[src/rtl/wb_regfile_writer.sv]
// Write-back stage: commits MEM/WB results into the vector and scalar banks.
// Optional same-cycle read bypass enabled by defining WB_BYPASS_EN.
module wb_regfile_writer #(
    parameter int NREG  = 8,
    parameter int AW    = $clog2(NREG),
    parameter int VW    = 32,
    parameter int SW    = 8,
    parameter int CNT_W = 16
) (
    input  logic             clk,
    input  logic             rst_n,
    input  logic             stall_in,
    input  logic             sel_wb_in,
    input  logic             reg_wrv_in,
    input  logic             reg_wrs_in,
    input  logic [VW-1:0]    MEM_in,
    input  logic [VW-1:0]    DATA_in,
    input  logic [AW-1:0]    dir_dest_in,
    input  logic [SW-1:0]    data_wrs_in,
    input  logic [AW-1:0]    rd_va_addr,
    input  logic [AW-1:0]    rd_vb_addr,
    input  logic [AW-1:0]    rd_s_addr,
    output logic [VW-1:0]    rd_va_data,
    output logic [VW-1:0]    rd_vb_data,
    output logic [SW-1:0]    rd_s_data,
    output logic             fwd_valid,
    output logic [AW-1:0]    fwd_dest,
    output logic [VW-1:0]    fwd_data,
    output logic [CNT_W-1:0] wb_count
);

    logic [VW-1:0]    vreg_q [NREG];
    logic [SW-1:0]    sreg_q [NREG];
    logic             fwd_valid_q;
    logic [AW-1:0]    fwd_dest_q;
    logic [VW-1:0]    fwd_data_q;
    logic [CNT_W-1:0] wb_count_q;
    logic [CNT_W-1:0] wb_count_d;

    logic [VW-1:0] wb_data;
    logic          commit_v;
    logic          commit_s;

    assign wb_data  = sel_wb_in ? MEM_in : DATA_in;
    assign commit_v = reg_wrv_in & ~stall_in;
    assign commit_s = reg_wrs_in & ~stall_in;

    // Counter saturates at all-ones instead of wrapping.
    always_comb begin
        wb_count_d = wb_count_q;
        if ((commit_v | commit_s) && !(&wb_count_q)) begin
            wb_count_d = wb_count_q + CNT_W'(1);
        end
    end

    always_ff @(posedge clk or negedge rst_n) begin
        if (!rst_n) begin
            for (int i = 0; i < NREG; i++) begin
                vreg_q[i] <= '0;
                sreg_q[i] <= '0;
            end
            fwd_valid_q <= 1'b0;
            fwd_dest_q  <= '0;
            fwd_data_q  <= '0;
            wb_count_q  <= '0;
        end else begin
            if (commit_v) begin
                vreg_q[dir_dest_in] <= wb_data;
                fwd_dest_q          <= dir_dest_in;
                fwd_data_q          <= wb_data;
            end
            if (commit_s) begin
                sreg_q[dir_dest_in] <= data_wrs_in;
            end
            fwd_valid_q <= commit_v;
            wb_count_q  <= wb_count_d;
        end
    end

`ifdef WB_BYPASS_EN
    always_comb begin
        rd_va_data = vreg_q[rd_va_addr];
        rd_vb_data = vreg_q[rd_vb_addr];
        rd_s_data  = sreg_q[rd_s_addr];
        if (commit_v && rd_va_addr == dir_dest_in) begin
            rd_va_data = wb_data;
        end
        if (commit_v && rd_vb_addr == dir_dest_in) begin
            rd_vb_data = wb_data;
        end
        if (commit_s && rd_s_addr == dir_dest_in) begin
            rd_s_data = data_wrs_in;
        end
    end
`else
    assign rd_va_data = vreg_q[rd_va_addr];
    assign rd_vb_data = vreg_q[rd_vb_addr];
    assign rd_s_data  = sreg_q[rd_s_addr];
`endif

    assign fwd_valid = fwd_valid_q;
    assign fwd_dest  = fwd_dest_q;
    assign fwd_data  = fwd_data_q;
    assign wb_count  = wb_count_q;

endmodule

[config.mk]
export PLATFORM = sky130hd
export DESIGN_NAME = wb_regfile_writer
export DESIGN_NICKNAME = d
export VERILOG_FILES = /design/src/rtl/wb_regfile_writer.sv
export SDC_FILE = /design/constraint.sdc
export NUM_CORES = 1
export LEC_CHECK = 0
export CAP_MARGIN = 20
export CORE_AREA = 2 2 184 186
export DETAILED_ROUTE_END_ITERATION = 10
export DIE_AREA = 0 0 186 188
export PLACE_DENSITY = 0.84
export SYNTH_ARGS = -nofsm -noshare
export SYNTH_HDL_FRONTEND = slang
export SYNTH_SLANG_ARGS = --single-unit
[constraint.sdc]
create_clock -name clk -period 2.7 [get_ports clk]
set_input_delay 0.27 -clock clk [delete_from_list [all_inputs] [get_ports clk]]
set_output_delay 0.27 -clock clk [all_outputs]
set_load 0.05 [all_outputs]
==> results of run 1 <==
-- critical path: stages --
cell and delay, ps:
clkdlybuf4s50_1 510, buf_12 190, mux4_2 510, mux2_2 300, buf_4 200
-- cell usage after synthesis, types with 2 or more instances --
library cell	instances	area, um2
dfrtp_1	372	9310
nand2_1	175	657
mux4_2	144	3240
nor2_1	135	507
o21ai_0	131	656
a21oi_1	128	641
mux2_2	128	1440
clkbuf_1	72	270
mux2i_1	32	320
buf_2	31	155
o21ai_1	29	145
xor2_1	13	114
mux2_1	8	90.1
nor2_2	6	37.5
nor3_1	6	30.0
buf_1	5	18.8
nand2b_1	5	31.3
nand3_1	5	25.0
nand4_1	5	31.3
or3_1	4	25.0
nand3b_1	3	22.5
nor3_2	3	30.0
nor3b_1	2	15.0
xnor2_1	2	17.5
-- worst min-delay path by stage --
stage	endpoint	slack, ps	cells past startpoint
after global placement	vreg_q[79]$_DFFE_PN0P_	330	1
final	vreg_q[79]$_DFFE_PN0P_	350	2
after global routing	vreg_q[79]$_DFFE_PN0P_	420	2
after detailed placement	vreg_q[79]$_DFFE_PN0P_	340	1
after CTS	vreg_q[79]$_DFFE_PN0P_	400	2
after floorplan	fwd_data[0]$_DFFE_PN0P_	-30	0
-- power groups by stage --
stage | sequential (W) | clock, W | combinational [W]
after floorplan | 0.00801 | 0 | 0.00375
after global placement | 0.00768 | 0 | 0.00570
after detailed placement | 0.00782 | 0 | 0.00587
after CTS | 0.00776 | 0.00534 | 0.00592
after global routing | 0.00793 | 0.00557 | 0.00628
final | 0.00779 | 0.00525 | 0.00588
-- layout by cell type, fill, tap and decap left out, types with 41 or more instances in the layout --
cell             instances
clkbuf_16               41
buf_4                   96
clkdlybuf4s50_1        133
nor2_1                 134
nand2_1                175
mux4_2                 144
o21ai_0                131
mux2_2                 128
dfrtp_1                372
a21oi_1                128
-- layout make-up --
cell class,count,area [um2]
tap,448,561
fill,2304,11300
timing repair buffer,255,2480
sequential,372,9310
multi-input combinational,975,8220
clock inverter,4,20.0
inverter,1,3.75
clock buffer,64,1240
-- registers in the layout, summed over array words and instances (netlist names) --
| name | cells |
|---|---|
| fwd_valid | 1 |
| vreg_q | 256 |
| sreg_q | 64 |
| wb_count | 16 |
| fwd_data | 32 |
| fwd_dest | 3 |
-- per-stage QoR --
stage          setup slack, ps  power (W)  instance area (um2)  util, %  hold WS, ps
6_report                   449     0.0189                21800     66.0          349
4_1_cts                    443     0.0190                21800     66.0          403
2_1_floorplan              613     0.0118                17900        -        -25.6
5_1_grt                    383     0.0198                21800     66.0          420
3_3_place_gp               462     0.0134                20600     62.1          331
3_5_place_dp               413     0.0137                20600     62.1          338
-- logic make-up (layout without fill, tap and decap cells) --
family	after synthesis	after routing
simple gates	357	357
buf+inv	109	324
mux	313	313
fa+ha+maj	1	1
xor+xnor	15	15
compound gates	289	289
flops	372	372
-- layer usage --
| layer | share of wire, % | up-vias |
|---|---|---|
| met4 | 2.8 | 0 |
| met1 | 41 | 6484 |
| met3 | 6.5 | 100 |
| met5 | 0 | - |
| li1 | - | 5673 |
| met2 | 50 | 475 |
==> impl_metrics.sql, run 1 <==
INSERT INTO impl_metrics (metric_group, metric, value, unit) VALUES
('status', 'run_status', 'completed', ''),
('clocking', 'worst_setup_hold_path_clk_slew', '60', 'ps'),
('timing', 'clock.fmax', '444', 'MHz'),
('placement', 'gp_routability_congestion', '0.814', ''),
('layout', 'final-instance-count-excl-fill', '2119', ''),
('job', 'cap_violations', '0', ''),
('yosys', 'postSynthAreaPerCell', '12.3', 'um2'),
('critical_path', 'cp-endpoint', 'rd_s_data[2]', ''),
('timing', 'min_period_over_period', '83.4', '%'),
('clocking', 'tritoncts_num_sinks', '372', ''),
('critical_path', 'cp-startpoint', 'rd_s_addr[0]', ''),
('pwr', 'share_comb_of_total_power', '31.1', '%'),
('yosys', 'yosys.area_share.adder', '0.0697', '%'),
('routing', 'routed_via_density', '6.01', ''),
('grt', 'gr-total-overflow', '0', ''),
('yosys', 'synth-xor-area-share', '0.732', '%'),
('critical_path', 'critical_path_peak_fanout', '16', ''),
('yosys', 'synth-main-ff-cell', 'dfrtp_1', ''),
('pwr', 'clock_power_share', '27.8', '%'),
('pwr', 'p_sw', '0.00640', 'W'),
('clocking', 'tritoncts_clock_tree', 'built', ''),
('layout', 'nNetsFinal', '1736', ''),
('layout', 'layout-drive-gt1-share', '28.2', '%'),
('timing', 'slew_at_the_pin_closest_to_its_max_slew_limit', '945', 'ps'),
('critical_path', 'rr_endpoint', 'wb_count[1]$_DFFE_PN0P_', ''),
('yosys', 'post_synth_instance_area', '17900', 'um2'),
('yosys', 'post_synth_and_or_nand_nor_area_fraction', '8.29', '%'),
('yosys', 'yosysWarningCount', '0', ''),
('yosys', 'synth_seq_cells', '372', ''),
('clocking', 'post_cts_resized', '0', ''),
('grt', 'first_global_vias', '13600', ''),
('grt', 'grtUsageMet3', '4.82', '%'),
('routing', 'routed_wire_length_per_instance', '21.6', 'um'),
('yosys', 'yosys_cell_types', '36', ''),
('yosys', 'synth_compound_area_share', '8.07', '%'),
('yosys', 'postSynth.asyncResetShare', '100', '%'),
('grt', 'antenna_found_initial', '0', ''),
('clocking', 'ctsRootBufferMaster', 'clkbuf_16', ''),
('timing', 'timing.final.hold_violations', '0', ''),
('routing', 'first_pass_iters', '5', ''),
('critical_path', 'cp_data_arrival_time', '1980', 'ps'),
('pwr', 'seq_power_share', '41.1', '%'),
('routing', 'detailed_router_s_first_iteration_violation_count', '959', ''),
('critical_path', 'r2r_slack', '790', 'ps'),
('grt', 'global_route_wire_length_before_repair', '73600', 'um'),
('timing', 'final-max-slew-violation-count', '0', ''),
('floorplan', 'die_height', '188', 'um'),
('timing', 'finClkSkew', '10.6', 'ps'),
('critical_path', 'critical_path_required', '2430', 'ps'),
('placement', 'buffer_ports.inserted', '213', ''),
('layout', 'diodes', '0', ''),
('floorplan', 'dieArea', '35000', 'um2'),
('yosys', 'synth_fp_nets', '1547', ''),
('clocking', 'cts_setup_buffers', '0', ''),
('timing', 'slew-limit-headroom', '35.2', '%'),
('grt', 'grt_start_max_net_pins', '86', ''),
('floorplan', 'placementRows', '67', ''),
('critical_path', 'worst_setup_path_start_kind', 'input port', ''),
('timing', 'count_of_final_setup_violators', '0', ''),
('clocking', 'hold_buffers', '1', ''),
('yosys', 'synth-edff-count', '0', ''),
('pwr', 'power.switching_fraction', '33.8', '%'),
('critical_path', 'type_of_the_setup_path_with_the_least_slack', 'input port to primary output', ''),
('pwr', 'vdd_ir_drop_max', '943', 'uV'),
('placement', 'dp_hpwl', '28500', 'um'),
('layout', 'syn2layout_area_growth', '21.7', '%'),
('clocking', 'cts.htree.levels', '2', ''),
('clocking', 'clock_insertion_delay_worst_skew', '520', 'ps'),
('critical_path', 'worst_r2r_path_depth', '5', ''),
('floorplan', 'fp.coreArea', '33100', 'um2'),
('pwr', 'static_leakage', '9.32', 'nW');
(Power assumes the default switching activity.)
==> inputs of run 2 (changes only) <==
==> constraint.sdc (replaced) <==
create_clock -name clk -period 2.2 [get_ports clk]
set_input_delay 0.22 -clock clk [delete_from_list [all_inputs] [get_ports clk]]
set_output_delay 0.22 -clock clk [all_outputs]
set_load 0.05 [all_outputs]
==> run 2 against run 1 <==
Clock power rose by 27%. Combinational power is 24% higher. Largest power group unchanged. Non-clock buffer count is 36 higher.
==> impl_metrics.sql, run 2 (synthesized netlist as in run 1, its figures left out) <==
INSERT INTO impl_metrics (metric_group, metric, value, unit) VALUES
('critical_path', 'critPathBufInv', '3', ''),
('layout', 'layout-drive-gt1-share', '29.9', '%'),
('clocking', 'ctsRootBufferMaster', 'clkbuf_16', ''),
('critical_path', 'path_depth', '5', ''),
('clocking', 'tritoncts_num_sinks', '372', ''),
('status', 'run_status', 'completed', ''),
('clocking', 'tritoncts_clock_tree', 'built', ''),
('grt', 'gr-total-overflow', '0', ''),
('routing', 'remaining_drc_errors', '0', ''),
('critical_path', 'critical_path.max_stage_delay', '510', 'ps'),
('critical_path', 'critical_path_peak_fanout', '16', ''),
('routing', 'postRouteWirelength', '46300', 'um'),
('layout', 'syn2layout_area_growth', '24.0', '%'),
('timing', 'count_of_final_setup_violators', '0', ''),
('floorplan', 'io-pin-count', '214', ''),
('critical_path', 'worstPathCellList', 'clkdlybuf4s50_1 -> buf_12 -> mux4_2 -> mux2_2 -> buf_4', ''),
('floorplan', 'die_height', '188', 'um'),
('routing', 'first_pass_iters', '8', ''),
('critical_path', 'critical_path_required', '1980', 'ps'),
('routing', 'detailed_router_s_first_iteration_violation_count', '1035', ''),
('routing', 'routed_wire_length_per_instance', '21.5', 'um'),
('timing', 'clock_period_minus_final_worst_setup_slack', '2150', 'ps'),
('timing', 'setup-tns-final', '0', 'ps'),
('placement', 'placement.setup.worst_slack', '42.6', 'ps'),
('layout', 'multi_input_comb_area', '8220', 'um2'),
('layout', 'register_area', '9310', 'um2'),
('clocking', 'cts_setup_buffers', '0', ''),
('grt', 'global_route_wire_length_before_repair', '74500', 'um'),
('floorplan', 'placementRows', '67', ''),
('routing', 'routed_via_density', '6.06', ''),
('critical_path', 'cp_data_arrival_time', '1930', 'ps'),
('critical_path', 'rr_startpoint', 'wb_count[0]$_DFFE_PN0P_', ''),
('placement', 'buffer_ports.inserted', '213', ''),
('timing', 'slew_at_the_pin_closest_to_its_max_slew_limit', '764', 'ps'),
('timing', 'slew-limit-headroom', '47.6', '%'),
('layout', 'nNetsFinal', '1772', ''),
('floorplan', 'dieArea', '35000', 'um2'),
('clocking', 'cts.htree.levels', '2', ''),
('critical_path', 'type_of_the_setup_path_with_the_least_slack', 'input port to primary output', ''),
('clocking', 'worst_setup_hold_path_clk_slew', '60', 'ps'),
('critical_path', 'critPathCaptureType', 'primary output', ''),
('layout', 'flip_flop_count_of_the_largest_register_all_copies_and_words_added', '256', ''),
('floorplan', 'floorplan.initialDensity', '54.2', '%'),
('layout', 'filler_cell_count', '2322', ''),
('clocking', 'cts_made_buffers', '40', ''),
('placement', 'dp_hpwl', '28500', 'um'),
('timing', 'finalWorstSetupSlack', '51.7', 'ps'),
('critical_path', 'path_delay_family', 'buffers and inverters', ''),
('clocking', 'post_cts_resized', '0', ''),
('grt', 'grt_start_max_net_pins', '67', ''),
('layout', 'commonest_non_fill_non_tap_cells_in_the_layout', 'dfrtp_1, nand2_1, mux4_2', ''),
('layout', 'diodes', '0', ''),
('clocking', 'clock_insertion_delay_worst_skew', '520', 'ps'),
('floorplan', 'fp.coreArea', '33100', 'um2'),
('grt', 'globalRouteTotalUtil', '27.4', '%'),
('critical_path', 'r2r_slack', '450', 'ps'),
('timing', 'clock.fmax', '465', 'MHz'),
('timing', 'timing.final.hold_violations', '0', ''),
('layout', 'finalCoreUtilization', '67.2', '%'),
('critical_path', 'rr_endpoint', 'wb_count[1]$_DFFE_PN0P_', ''),
('layout', 'most_common_cell_after_layout_fill_and_taps_aside', 'dfrtp_1', ''),
('timing', 'fin_hold_ws', '262', 'ps'),
('placement', 'placed_cells', '2086', ''),
('floorplan', 'die_w', '186', 'um'),
('timing', 'final-max-slew-violation-count', '0', ''),
('routing', 'drt.antenna.violating_nets', '0', ''),
('timing', 'finClkSkew', '4.67', 'ps'),
('critical_path', 'cp_slowest_cell', 'clkdlybuf4s50_1', ''),
('timing', 'min_period_over_period', '97.7', '%'),
('layout', 'largest_register', 'vreg_q', ''),
('clocking', 'hold_buffers', '1', ''),
('critical_path', 'worst_setup_path_start_kind', 'input port', ''),
('grt', 'first_global_vias', '14000', ''),
('critical_path', 'worst_r2r_path_depth', '6', ''),
('grt', 'antenna_found_initial', '0', ''),
('placement', 'gp_routability_congestion', '0.803', ''),
('hold_path', 'hold_class', 'input port to asynchronous set/reset pin', ''),
('pwr', 'vdd_ir_drop_max', '971', 'uV'),
('clocking', 'clock_path_buffers', '3', ''),
('job', 'cap_violations', '0', ''),
('timing', 'setup_repair_after_global_routing_missed_its_margin', 'false', ''),
('pwr', 'p_per_area', '1060', 'nW/um2'),
('pwr', 'static_leakage', '9.55', 'nW'),
('layout', 'final-instance-count-excl-fill', '2156', ''),
('routing', 'routed_vias', '13100', '');
## run 2: cell count changes in the layout (fill, tap and decap cells not counted), sizes merged
cell / previous run / this run
inv: 1 / 2
bufinv: 0 / 4
clkinvlp: 0 / 1
clkbuf: 64 / 53
clkinv: 4 / 10
buf: 121 / 157
## run 2: cell type report
class / count / share of cell area [%]
sequential: 372 / 41.8
clock buffer: 53 / 4.99
multi-input combinational: 975 / 36.9
clock inverter: 16 / 0.838
timing repair buffer: 291 / 12.9
inverter: 1 / 0.0169
tap: 448 / 2.52
## run 2: worst max path at each step
| stage | startpoint | endpoint |
|---|---|---|
| 5_1_grt | rd_s_addr[0] | rd_s_data[2] |
| 3_3_place_gp | rd_s_addr[0] | rd_s_data[2] |
| 2_1_floorplan | wb_count[0]$_DFFE_PN0P_ | wb_count[1]$_DFFE_PN0P_ |
| 4_1_cts | rd_s_addr[0] | rd_s_data[3] |
| 6_report | rd_s_addr[0] | rd_s_data[2] |
| 3_5_place_dp | rd_s_addr[0] | rd_s_data[2] |
## run 2: through the flow
step                      total power, W  instance area [um2]
final                             0.0236                22300
after global routing              0.0246                22300
after CTS                         0.0236                22300
after detailed placement          0.0169                21000
after global placement            0.0165                21000
after floorplan                   0.0144                17900
## run 2: where the power goes
part           switching [W]  leakage [nW]  internal, W
Sequential           0.00117          4.51      0.00838
Combinational        0.00410          4.39      0.00322
Clock                0.00268         0.644      0.00402
Total                0.00795          9.55       0.0156
## run 2: per-layer routing
| metal | GRT usage [%] | part of all wire, % | up-vias | wire, um |
|---|---|---|---|---|
| met3 | 5.34 | 7.1 | 94 | 3270 |
| met1 | 36.4 | 40 | 6701 | 18400 |
| met5 | 0 | 0 | - | 0 |
| met4 | 8.90 | 2.5 | 0 | 1150 |
| li1 | - | - | 5743 | - |
| met2 | 45.7 | 51 | 534 | 23500 |
==> inputs of run 3 (changes only) <==
--- a/config.mk
+++ b/config.mk
@@ -7,9 +7,12 @@
 export LEC_CHECK = 0
 export CAP_MARGIN = 20
 export CORE_AREA = 2 2 184 186
+export CTS_BUF_LIST = sky130_fd_sc_hd__clkbuf_4
 export DETAILED_ROUTE_END_ITERATION = 10
 export DIE_AREA = 0 0 186 188
 export PLACE_DENSITY = 0.84
+export SKIP_LAST_GASP = 1
+export SLEW_MARGIN = 20
 export SYNTH_ARGS = -nofsm -noshare
 export SYNTH_HDL_FRONTEND = slang
 export SYNTH_SLANG_ARGS = --single-unit
==> run 3 against run 2 <==
The flow now finishes with violations (setup timing). Routed wire length grew 3.0%. Die area is the same. Sequential power is essentially flat. Via count grew 4.9%. Core utilization grew 2.4 points. Global-route usage grew 0.47 points. Critical path depth shrank 2. Critical endpoint is now rd_va_data[16]. Highest routed layer unchanged.
==> impl_metrics.sql, run 3 (synthesized netlist as in run 1, its figures left out) <==
INSERT INTO impl_metrics (metric_group, metric, value, unit) VALUES
('clocking', 'cts.htree.levels', '3', ''),
('grt', 'antenna_found_initial', '1', ''),
('hold_path', 'hold_class', 'input port to asynchronous set/reset pin', ''),
('grt', 'first_global_vias', '14500', ''),
('clocking', 'clock_path_buffers', '3', ''),
('clocking', 'tritoncts_clock_tree', 'built', ''),
('pwr', 'seq_power_share', '40.7', '%'),
('routing', 'drt.antenna.violating_nets', '0', ''),
('routing', 'detailed_router_s_first_iteration_violation_count', '1101', ''),
('timing', 'setup-tns-final', '-4130', 'ps'),
('routing', 'routed_wire_length_per_instance', '20.7', 'um'),
('critical_path', 'critical_path_peak_fanout', '3', ''),
('pwr', 'static_leakage', '10.3', 'nW'),
('pwr', 'p_per_area', '1020', 'nW/um2'),
('grt', 'grt_start_max_net_pins', '67', ''),
('placement', 'placement.setup.worst_slack', '42.6', 'ps'),
('critical_path', 'critical_path_required', '1980', 'ps'),
('placement', 'gp_routability_congestion', '0.803', ''),
('floorplan', 'floorplan.initialDensity', '54.2', '%'),
('timing', 'timing.final.hold_violations', '0', ''),
('timing', 'slew_at_the_pin_closest_to_its_max_slew_limit', '754', 'ps'),
('job', 'cap_violations', '0', ''),
('timing', 'final-max-slew-violation-count', '0', ''),
('grt', 'globalRouteTotalUtil', '27.9', '%'),
('critical_path', 'cp_data_arrival_time', '2080', 'ps'),
('clocking', 'ctsRootBufferMaster', 'clkbuf_4', ''),
('layout', 'layout-drive-gt1-share', '34.7', '%'),
('grt', 'global_route_wire_length_before_repair', '75600', 'um'),
('routing', 'remaining_drc_errors', '0', ''),
('floorplan', 'die_w', '186', 'um'),
('layout', 'finalCoreUtilization', '69.6', '%'),
('status', 'run_status', 'finished with violations', ''),
('timing', 'finalWorstSetupSlack', '-100', 'ps'),
('placement', 'dp_hpwl', '28500', 'um'),
('placement', 'placed_cells', '2086', ''),
('timing', 'clock_period_minus_final_worst_setup_slack', '2300', 'ps'),
('clocking', 'worst_setup_hold_path_clk_slew', '70', 'ps'),
('pwr', 'share_comb_of_total_power', '35.3', '%'),
('timing', 'min_period_over_period', '105', '%'),
('clocking', 'cts_made_buffers', '95', ''),
('timing', 'finClkSkew', '32.4', 'ps'),
('critical_path', 'worstPathCellList', 'mux4_2 -> mux2_4 -> buf_6', ''),
('routing', 'routed_via_density', '5.96', ''),
('critical_path', 'critPathCaptureType', 'primary output', ''),
('layout', 'nNetsFinal', '1877', ''),
('layout', 'largest_register', 'vreg_q', ''),
('placement', 'buffer_ports.inserted', '213', ''),
('critical_path', 'type_of_the_setup_path_with_the_least_slack', 'register to primary output', ''),
('pwr', 'power.internal', '0.0152', 'W'),
('pwr', 'p_sw', '0.00826', 'W'),
('layout', 'filler_cell_count', '2212', ''),
('pwr', 'vdd_ir_drop_max', '986', 'uV'),
('routing', 'first_pass_iters', '5', ''),
('layout', 'most_common_cell_after_layout_fill_and_taps_aside', 'dfrtp_1', ''),
('routing', 'routed_vias', '13700', ''),
('status', 'failed_checks', 'setup timing', ''),
('timing', 'count_of_final_setup_violators', '72', ''),
('pwr', 'power.switching_fraction', '35.3', '%'),
('layout', 'final-instance-count-excl-fill', '2301', ''),
('routing', 'postRouteWirelength', '47700', 'um'),
('layout', 'flip_flop_count_of_the_largest_register_all_copies_and_words_added', '256', ''),
('floorplan', 'io-pin-count', '214', ''),
('critical_path', 'worst_setup_path_start_kind', 'register', ''),
('critical_path', 'critical_path.max_stage_delay', '490', 'ps'),
('floorplan', 'fp.coreArea', '33100', 'um2'),
('floorplan', 'die_height', '188', 'um'),
('timing', 'clock.fmax', '435', 'MHz'),
('timing', 'setup_repair_after_global_routing_missed_its_margin', 'true', ''),
('floorplan', 'dieArea', '35000', 'um2'),
('layout', 'commonest_non_fill_non_tap_cells_in_the_layout', 'dfrtp_1, nand2_1, mux4_2', ''),
('grt', 'gr-total-overflow', '0', ''),
('layout', 'syn2layout_area_growth', '28.4', '%'),
('critical_path', 'cp_slowest_cell', 'mux4_2', ''),
('clocking', 'tritoncts_num_sinks', '372', ''),
('clocking', 'clock_insertion_delay_worst_skew', '730', 'ps'),
('pwr', 'power.total', '0.0234', 'W'),
('timing', 'slew-limit-headroom', '48.3', '%'),
('floorplan', 'placementRows', '67', ''),
('pwr', 'clock_power_share', '23.9', '%');
==> run 3: final timing paths <==
path                                     startpoint                       end  slack (ps)  cells past startpoint
setup / recovery             vreg_q[16]$_DFFE_PN0P_            rd_va_data[16]        -100                      3
hold / removal                                rst_n   vreg_q[238]$_DFFE_PN0P_          50                      2
setup reg to reg            wb_count[0]$_DFFE_PN0P_   wb_count[1]$_DFFE_PN0P_         470                      6
hold reg to reg            fwd_data[30]$_DFFE_PN0P_  fwd_data[30]$_DFFE_PN0P_         480                      2
max in group asynchronous                     rst_n     vreg_q[6]$_DFFE_PN0P_        1250                      3
min in group clk                     dir_dest_in[2]   fwd_dest[2]$_DFFE_PN0P_         240                      3
==> run 3: stage by stage <==
stage | area [um2] | hold slack (ps)
floorplan | 17900 | -75.6
global placement | 21000 | 217
detailed placement | 21000 | 221
CTS | 22600 | 9.50
global route | 23000 | 28.6
finish | 23000 | 46.8
==> run 3: repair_timing <==
action / CTS / global route
pin swaps: 0 / 0
resized for setup: 130 / 48
hold endpoints to repair: 365 / 0
hold buffers: 1 / 0
setup endpoints to repair: 90 / 79
setup buffers: 17 / 33
==> run 3: final cells by class <==
| class | instances | area (um2) | area share [%] |
|---|---|---|---|
| Antenna cell | 1 | 2.50 | 0.0109 |
| Clock buffer | 136 | 1020 | 4.43 |
| Clock inverter | 27 | 110 | 0.478 |
| Inverter | 1 | 3.75 | 0.0163 |
| Multi-Input combinational cell | 975 | 8440 | 36.6 |
| Sequential cell | 372 | 9310 | 40.4 |
| Tap cell | 448 | 561 | 2.43 |
| Timing Repair Buffer | 341 | 3600 | 15.6 |
==> run 3: layer usage <==
metal	GRT usage, %	up-vias	part of all wire, %
met5	0	-	0
met1	36.1	6969	39
li1	-	6013	-
met4	10.7	0	2.1
met2	46.2	639	51
met3	6.20	90	7.4
==> run 3: power by group through the flow <==
stage / clock network [W] / registers [W] / logic, W
floorplan: 0 / 0.00983 / 0.00461
global placement: 0 / 0.00941 / 0.00708
detailed placement: 0 / 0.00959 / 0.00729
CTS: 0.00575 / 0.00947 / 0.00787
global route: 0.00612 / 0.00970 / 0.00878
finish: 0.00561 / 0.00953 / 0.00827
==> run 3: worst max-delay path: cells and delay by family, from the launching register on <==
family	cells	cell delay, ps
muxes	2	790
buffers and inverters	1	160
DFF	1	400
